[config.mk]
export PLATFORM = sky130hd
export DESIGN_NAME = phase_sequencer
export DESIGN_NICKNAME = d
export VERILOG_FILES = /design/src/rtl/phase_sequencer.sv
export SDC_FILE = /design/constraint.sdc
export NUM_CORES = 1
export LEC_CHECK = 0
export BUFFER_PORTS_ARGS = -buffer_cell sky130_fd_sc_hd__buf_4
export CORE_ASPECT_RATIO = 0.6
export CORE_MARGIN = 2
export CORE_UTILIZATION = 35
export CTS_CLUSTER_DIAMETER = 120
export DETAILED_ROUTE_END_ITERATION = 8
export PLACE_DENSITY_LB_ADDON = 0.12
export SETUP_SLACK_MARGIN = 0.3
export SYNTH_ARGS = -nofsm -noshare
export SYNTH_HDL_FRONTEND = slang
export SYNTH_SLANG_ARGS = --single-unit
[constraint.sdc]
create_clock -name clk -period 4.31 [get_ports clk]
set_clock_uncertainty 0.1 [all_clocks]
set_input_delay 0.6465 -clock clk [delete_from_list [all_inputs] [get_ports clk]]
set_output_delay 0.6465 -clock clk [all_outputs]
set_load 0.01 [all_outputs]
[src/rtl/phase_sequencer.sv]
// N-phase intersection sequencer: demand-driven round-robin green/yellow/all-red
// cycling with per-phase max-green, gap-out, walk timing and a tick prescaler.
module phase_sequencer #(
   parameter int NUM_PHASES   = 4,
   parameter int CLK_PER_TICK = 1000,
   parameter int TIMER_W      = 7,
   parameter int MIN_GREEN    = 10,
   parameter int YELLOW_TIME  = 4,
   parameter int ALL_RED_TIME = 2,
   parameter int WALK_TIME    = 7,
   localparam int PH_W        = (NUM_PHASES > 1) ? $clog2(NUM_PHASES) : 1
) (
   input  logic                            clk,
   input  logic                            reset,
   input  logic [NUM_PHASES*TIMER_W-1:0]   max_green,
   input  logic [NUM_PHASES-1:0]           demand_in,
   input  logic [NUM_PHASES-1:0]           ped_req,
   output logic [NUM_PHASES-1:0]           green,
   output logic [NUM_PHASES-1:0]           yellow,
   output logic [NUM_PHASES-1:0]           red,
   output logic [NUM_PHASES-1:0]           walk,
   output logic [NUM_PHASES-1:0]           hand,
   output logic [PH_W-1:0]                 phase,
   output logic [TIMER_W-1:0]              countdown,
   output logic                            tick
);

   localparam int PRE_W = (CLK_PER_TICK > 1) ? $clog2(CLK_PER_TICK) : 1;
   localparam logic [PRE_W-1:0]   PRE_LAST  = PRE_W'(CLK_PER_TICK - 1);
   localparam logic [TIMER_W-1:0] ONE_T     = TIMER_W'(1);
   localparam logic [TIMER_W-1:0] YEL_T     = TIMER_W'(YELLOW_TIME);
   localparam logic [TIMER_W-1:0] AR_T      = TIMER_W'(ALL_RED_TIME);
   localparam logic [TIMER_W-1:0] MIN_G     = TIMER_W'(MIN_GREEN);
   localparam logic [TIMER_W-1:0] WALK_T    = TIMER_W'(WALK_TIME);

   typedef enum logic [1:0] {S_GREEN, S_YELLOW, S_ALL_RED} state_t;

   state_t                  state_q, state_d;
   logic [PH_W-1:0]         phase_q, phase_d;
   logic [TIMER_W-1:0]      cd_q, cd_d;
   logic [TIMER_W-1:0]      elapsed_q, el_d;
   logic [NUM_PHASES-1:0]   dem_q, dem_d;
   logic [NUM_PHASES-1:0]   ped_q, ped_d;
   logic                    walk_act_q, walk_act_d;
   logic [PRE_W-1:0]        presc_q;

   logic [NUM_PHASES-1:0]   cur_oh;
   logic                    walk_on;
   logic                    other;
   logic                    gap;
   logic                    enter;
   logic [PH_W-1:0]         enter_ph;
   logic [TIMER_W-1:0]      el_inc;
   logic [TIMER_W-1:0]      mg_raw;

   // Round-robin search starting after cur and wrapping to cur itself; phase 0 when idle.
   function automatic logic [PH_W-1:0] pick_next(input logic [NUM_PHASES-1:0] lat,
                                                 input logic [PH_W-1:0] cur);
      logic [PH_W-1:0] sel;
      logic            found;
      int              idx;
      sel   = '0;
      found = 1'b0;
      for (int i = 1; i <= NUM_PHASES; i++) begin
         idx = int'(cur) + i;
         if (idx >= NUM_PHASES) idx -= NUM_PHASES;
         if (!found && lat[idx]) begin
            sel   = PH_W'(idx);
            found = 1'b1;
         end
      end
      return sel;
   endfunction

   assign tick    = (presc_q == PRE_LAST);
   assign cur_oh  = NUM_PHASES'(1) << phase_q;
   assign walk_on = (state_q == S_GREEN) && walk_act_q && (elapsed_q < WALK_T);
   assign other   = |(dem_q & ~cur_oh);
   assign el_inc  = (elapsed_q == '1) ? elapsed_q : elapsed_q + 1'b1;
   assign gap     = (el_inc >= MIN_G) && !demand_in[phase_q] && other && !walk_on;

   always_comb begin
      state_d    = state_q;
      phase_d    = phase_q;
      cd_d       = cd_q;
      el_d       = elapsed_q;
      walk_act_d = walk_act_q;
      dem_d      = dem_q | (demand_in & ~((state_q == S_GREEN) ? cur_oh : '0)) | ped_req;
      ped_d      = ped_q | ped_req;
      enter      = 1'b0;
      enter_ph   = phase_q;
      mg_raw     = '0;
      if (tick) begin
         case (state_q)
            S_GREEN: begin
               if (cd_q == ONE_T && !other) begin
                  enter = 1'b1;            // rest: re-serve the same phase
               end else if (cd_q == ONE_T || gap) begin
                  state_d    = S_YELLOW;
                  cd_d       = YEL_T;
                  walk_act_d = 1'b0;
               end else begin
                  cd_d = cd_q - 1'b1;
                  el_d = el_inc;
               end
            end
            S_YELLOW: begin
               if (cd_q == ONE_T) begin
                  state_d = S_ALL_RED;
                  cd_d    = AR_T;
               end else begin
                  cd_d = cd_q - 1'b1;
               end
            end
            S_ALL_RED: begin
               if (cd_q == ONE_T) begin
                  enter    = 1'b1;
                  enter_ph = pick_next(dem_q, phase_q);
                  state_d  = S_GREEN;
               end else begin
                  cd_d = cd_q - 1'b1;
               end
            end
            default: state_d = S_ALL_RED;
         endcase
      end
      // Green entry clears the phase's latches, overriding any same-cycle request.
      if (enter) begin
         mg_raw          = max_green[int'(enter_ph)*TIMER_W +: TIMER_W];
         phase_d         = enter_ph;
         cd_d            = (mg_raw == '0) ? ONE_T : mg_raw;
         el_d            = '0;
         walk_act_d      = ped_q[enter_ph];
         dem_d[enter_ph] = 1'b0;
         ped_d[enter_ph] = 1'b0;
      end
   end

   always_ff @(posedge clk or posedge reset) begin
      if (reset) begin
         state_q    <= S_ALL_RED;
         phase_q    <= PH_W'(NUM_PHASES - 1);
         cd_q       <= AR_T;
         elapsed_q  <= '0;
         dem_q      <= '0;
         ped_q      <= '0;
         walk_act_q <= 1'b0;
         presc_q    <= '0;
      end else begin
         state_q    <= state_d;
         phase_q    <= phase_d;
         cd_q       <= cd_d;
         elapsed_q  <= el_d;
         dem_q      <= dem_d;
         ped_q      <= ped_d;
         walk_act_q <= walk_act_d;
         presc_q    <= tick ? '0 : presc_q + 1'b1;
      end
   end

   always_comb begin
      green     = (state_q == S_GREEN)  ? cur_oh : '0;
      yellow    = (state_q == S_YELLOW) ? cur_oh : '0;
      red       = ~(green | yellow);
      walk      = walk_on ? cur_oh : '0;
      hand      = ~walk;
      phase     = phase_q;
      countdown = cd_q;
   end

endmodule

==> reports/qor.yml, run 1 <==
rsz0062_at_grt: "no"
dp_hpwl_um: 7110
dr.pass1.iters: 4
max-slew-margin-rel_pct: 45.9
max_slew.worst_pin.slew_ps: 812
p_leak_nw: 1.68
critPathMaxFanout: 14
area_delta_synth_final_pct: 22.4
synth_nets: 413
antenna_found_initial: 0
core.rowCount: 26
synth_seq_cells: 37
cp.required_ps: 4430
finalHoldViolCount: 0
nets: 468
fin_crit_sh_pct: 82.3
track_usage_pct: 19.8
drt_iter0_drc: 273
ir_drop_v: 0.000116
utilization_pct: 43.9
synth.avg_cell_area_sq_um: 8.35
grt.overflow.total: 0
end_kind: "register"
drcViolationCount: 0
synth.yosys.warnings: 0
port_buffers: 67
grt_pass1_wl_um: 14800
wl_per_cell_um: 17.2
drt-vias-per-instance: 5.64
status: "finished, final reports clean"
power_density_mw_per_mm2: 203
gp_congestion: 0.855
fmax_mhz: 282
synth.area.top_cells: "dfrtp_1 27%, ha_1 5.0%, nor2_1 3.8%, nand2_1 3.6%, dfstp_2 3.5%"
seq_area_sq_um: 931
synth_edf_count: 0
clkSinkCount: 37
setup_violations: 0
cts_setup_buffers: 0
yosysMostFrequentCell: "dfrtp_1"
yosysTopAreaCellShare_pct: 27.3
grt_max_degree: 38
antenna_cells: 0
cts-root-buf: "clkbuf_16"
grt_pass1_vias: 2774
htree_levels: 2
die_h_um: 76.1
multiInputGateArea_sq_mm: 0.00188
cts.clk_slew.worst_paths_ps: 60
routed_wl_um: 9160
n_fill_cell: 867
drtAntennaViolNets: 0
cts_buffer_depth: 2
cts_buffers: 5
final_max_slew_viol_count: 0
ys.flop_type: "dfrtp_1"
hold_class: "register to register"
synth.largest_area_cell: "dfrtp_1"
setup_tns_ps: 0
layout_min_cycle_time_ps: 3550
startpoint_type: "register"
max_cap_violations: 0
synth_seq_area_share_pct: 30.7
postSynthCellCount: 363
drive_gt1_share_pct: 23.4
netlist_top_cells_count: "33 x dfrtp_1, 31 x nor2_1, 29 x nand2_1, 23 x inv_1, 19 x a21oi_1"
via_count: 2993
worst-setup-path-type: "register to register"
io_pins: 68
cts_resized: 0
syn-cell-area_sq_mm: 0.00303
synthDistinctLibCells: 65
postCtsHoldBufs: 0
die_area_sq_mm: 0.00944
cts_tree: "yes"
worstPathArrival_ps: 3660
start_util_pct: 35.8
die_w_um: 124
clk_latency_ps: 280
synthArstFlopShare_pct: 100
core_area_sq_mm: 0.00846
metal layers:
| layer | track usage, % | part of all wire, % |
|---|---|---|
| met1 | 35.0 | 57 |
| met2 | 23.7 | 35 |
| met3 | 4.19 | 7.2 |
| met4 | 2.58 | 0.54 |
| met5 | 0 | 0 |
per-stage QoR:
stage | instance area [sq um] | total power, mW | setup WS, ps | hold slack, ps | cells
3_3_place_gp | 3570 | 0.404 | 849 | 366 | 523
2_1_floorplan | 3030 | 0.368 | 1060 | 348 | 363
3_5_place_dp | 3570 | 0.404 | 802 | 379 | 523
4_1_cts | 3710 | 0.758 | 766 | 386 | 531
6_report | 3710 | 0.751 | 764 | 382 | 531
5_1_grt | 3710 | 0.778 | 481 | 408 | 531
worst max-delay path, cell delays in order (launching register included):
cell and delay, ps:
dfstp_2 710, inv_1 190, ha_1 400, nand2b_1 180, a311oi_1 430, a211oi_1 110
and3_1 320, nor2_8 240, inv_8 90, mux2i_1 140, a2111oi_1 420, a211o_1 150
final timing paths:
check                           start            to  slack, ps  cells past startpoint
max                          phase[1]  countdown[3]        760                     11
min                        presc_q[0]    presc_q[0]        380                      1
max reg2reg                  phase[1]  countdown[3]        760                     11
min in group asynchronous       reset    presc_q[1]        390                      3
max in group asynchronous       reset  countdown[1]       3360                      3
min reg2reg                presc_q[0]    presc_q[0]        380                      1
placed cells by master (no fill, tap or decap), drive strengths merged, types with 3 or more instances in the layout:
| cell type | netlist | layout |
|---|---|---|
| and3 | 16 | 16 |
| ha | 12 | 12 |
| a211o | 4 | 4 |
| nand2b | 10 | 10 |
| and2 | 5 | 5 |
| nor3 | 15 | 15 |
| a211oi | 14 | 14 |
| nor2 | 32 | 32 |
| buf | 12 | 69 |
| clkbuf | 9 | 6 |
| dfstp | 4 | 4 |
| or3 | 5 | 5 |
| a22o | 4 | 4 |
| inv | 24 | 24 |
| o21ai | 19 | 19 |
| nand4 | 3 | 3 |
| nor2b | 4 | 4 |
| a311oi | 3 | 3 |
| dfrtp | 33 | 33 |
| nand3 | 13 | 13 |
| and4 | 4 | 4 |
| mux2i | 5 | 5 |
| mux2 | 3 | 3 |
| a32o | 3 | 3 |
| nor4 | 5 | 5 |
| a31oi | 9 | 9 |
| o211ai | 3 | 3 |
| a21oi | 21 | 21 |
| xor2 | 5 | 5 |
| nand2 | 29 | 29 |
| clkinv | 1 | 3 |
cell families after synthesis:
| logic type | after synthesis | share of synthesized area, % |
|---|---|---|
| mux | 9 | 3.51 |
| simple gates | 150 | 27.4 |
| buf+inv | 46 | 7.22 |
| flops | 37 | 30.7 |
| xor+xnor | 7 | 2.02 |
| compound gates | 102 | 24.2 |
| fa+ha+maj | 12 | 4.95 |
cell type report:
cell class | instances | area share, %
Multi-Input combinational cell | 280 | 50.7
Timing Repair Buffer | 69 | 14.0
Tap cell | 112 | 3.78
Sequential cell | 37 | 25.1
Clock inverter | 2 | 0.270
Clock buffer | 6 | 3.47
Inverter | 25 | 2.73
sequential cells by signal (all words and copies together), names as in the netlist:
| register | count |
|---|---|
| countdown | 7 |
| dem_q | 4 |
| elapsed_q | 7 |
| ped_q | 4 |
| phase | 2 |
| presc_q | 10 |
| state_q | 2 |
| walk_act_q | 1 |
report_power, final:
| part | switching (mW) | leakage [nW] | total (mW) | internal [mW] |
|---|---|---|---|---|
| logic | 0.0212 | 1.17 | 0.0493 | 0.0281 |
| registers | 0.000000000000000119 | 0.436 | 0.348 | 0.348 |
| clock network | 0.142 | 0.0706 | 0.354 | 0.212 |
(Power assumes the default switching activity.)
==> run 2: changes to the inputs <==
==> constraint.sdc (replaced) <==
create_clock -name clk -period 3.7 [get_ports clk]
set_clock_uncertainty 0.1 [all_clocks]
set_input_delay 0.555 -clock clk [delete_from_list [all_inputs] [get_ports clk]]
set_output_delay 0.555 -clock clk [all_outputs]
set_load 0.01 [all_outputs]
==> reports/qor.yml, run 2 (synthesis gave the netlist of run 1 again) <==
worstPathArrival_ps: 3290  # -370 ps
final_cell_mix: "79 x buf_4, 33 x dfrtp_1, 31 x nor2_1"
drcViolationCount: 0  # unchanged
drtAntennaViolNets: 0  # unchanged
p_leak_nw: 1.74  # +3.5%
path_cells: "inv_1, ha_1, nand2b_1, a311oi_2, a211oi_1, and3_1, nor2_8, inv_8, mux2i_1, a2111oi_1, a211o_1"
max_cap_violations: 0  # unchanged
die_w_um: 124  # unchanged
grt_pass1_vias: 2796  # +0.79%
multiInputGateArea_sq_mm: 0.00189  # +0.53%
layout_commonest_cell: "buf_4"
track_usage_pct: 19.8  # about the same
dp_hpwl_um: 7050  # -0.92%
grt_pass1_wl_um: 14800  # -0.42%
setup_tns_ps: 0  # unchanged
status: "finished, final reports clean"
cts_setup_buffers: 0  # unchanged
start_util_pct: 35.8  # unchanged
placedInstanceArea_sq_mm: 0.00365  # +2.1%
cts_resized: 0  # unchanged
cpPeakStageDelay_ps: 520  # -190 ps
worst-setup-path-type: "register to register"
cts.clk_slew.worst_paths_ps: 60  # about the same
gp_congestion: 0.918  # +7.4%
ir_drop_v: 0.000167  # +44%
cts_tree: "yes"
port_buffers: 67  # unchanged
cts-root-buf: "clkbuf_16"
max-slew-margin-rel_pct: 52.6  # +6.7 points
hold_class: "input pin to asynchronous set/reset pin"
fin_crit_sh_pct: 85.4  # +3.2 points
drive_gt1_share_pct: 25.9  # +2.5 points
grt.overflow.total: 0  # unchanged
cts_buffers: 5  # unchanged
wirelength_met1_um: 4690  # -10%
cp.required_ps: 3830  # -600 ps
end_kind: "register"
crit_buf_inv: 2  # unchanged
core.rowCount: 26  # unchanged
stdcell_area_sq_mm: 0.00383  # +3.2%
layout_min_cycle_time_ps: 3160  # -385 ps
max_slew.worst_pin.slew_ps: 708  # -104 ps
die_h_um: 76.1  # unchanged
finalHoldViolCount: 0  # unchanged
drt_iter0_drc: 260  # -4.8%
seq_area_sq_um: 931  # unchanged
final_max_slew_viol_count: 0  # unchanged
critPathMaxFanout: 13  # -1
die_area_sq_mm: 0.00944  # unchanged
antenna_found_initial: 0  # unchanged
wl_per_cell_um: 17.1  # -0.80%
cp_top_family: "compound AO/OA/AOI/OAI gates"
regMostFlops: "presc_q"
dr.pass1.iters: 5  # +1
drt-vias-per-instance: 5.69  # +1.0%
area_delta_synth_final_pct: 26.3
fmax_mhz: 316  # +12%
routed_wl_um: 9250  # +1.1%
wl_met3_um: 917  # +39%
whs_ps: 293  # -88.6 ps
wl_met2_um: 3540  # +10%
postCtsHoldBufs: 0  # unchanged
n_fill_cell: 838  # -3.3%
antenna_cells: 0  # unchanged
startpoint_type: "register"
nets: 478  # +2.1%
largest_reg_flops: 10  # unchanged
htree_levels: 2  # unchanged
cts_buffer_depth: 2  # unchanged
cp_slowest_cell: "dfstp_2"
grt_max_degree: 38  # unchanged
via_count: 3080  # +2.9%
top_layer: "met4"
io_pins: 68  # unchanged
clkSinkCount: 37  # unchanged
power_density_mw_per_mm2: 251  # +24%
core_area_sq_mm: 0.00846  # unchanged
rsz0062_at_grt: "no"
setup_violations: 0  # unchanged
clk_latency_ps: 280  # about the same
[run 2: final cells by class]
| class | count | area share [%] |
|---|---|---|
| clock inverter | 3 | 1.21 |
| sequential | 37 | 24.3 |
| tap | 112 | 3.66 |
| inverter | 25 | 2.65 |
| timing repair buffer | 79 | 15.5 |
| clock buffer | 5 | 3.27 |
| multi-input combinational | 280 | 49.4 |
[run 2: tightest hold or removal path: stages]
cell and delay [ps]:
buf_4 100, inv_1 40, buf_4 410
[run 2: path summary, 6_finish.rpt]
| path | endpoint | slack, ps | startpoint | depth (start not counted) |
|---|---|---|---|---|
| worst max-delay path | countdown[3] | 540 | phase[1] | 11 |
| worst min-delay path | elapsed_q[5] | 290 | reset | 3 |
| worst max register to register | countdown[3] | 540 | phase[1] | 11 |
| worst min register to register | presc_q[0] | 380 | presc_q[0] | 1 |
| max in group asynchronous | countdown[1] | 2850 | reset | 3 |
| min in group clk | presc_q[0] | 380 | presc_q[0] | 1 |
[run 2: metrics by stage]
stage | worst slack (ps) | std cells | power [mW] | utilization, %
floorplan | 446 | 363 | 0.429 | -
global placement | 594 | 533 | 0.470 | 43.1
detailed placement | 496 | 533 | 0.470 | 43.1
CTS | 477 | 541 | 0.969 | 45.1
global route | 340 | 541 | 0.997 | 45.3
finish | 539 | 541 | 0.961 | 45.3
[run 2: power by group]
part	switching, mW	total (mW)	internal (mW)
sequential	0.000000000000000134	0.405	0.405
combinational	0.0240	0.0568	0.0327
clock	0.180	0.499	0.319
[run 2: metal layers]
layer | vias to the layer above | track usage, %
met3 | 15 | 4.34
li1 | 1467 | -
met2 | 150 | 24.9
met1 | 1448 | 33.5
met5 | - | 0
met4 | 0 | 3.71
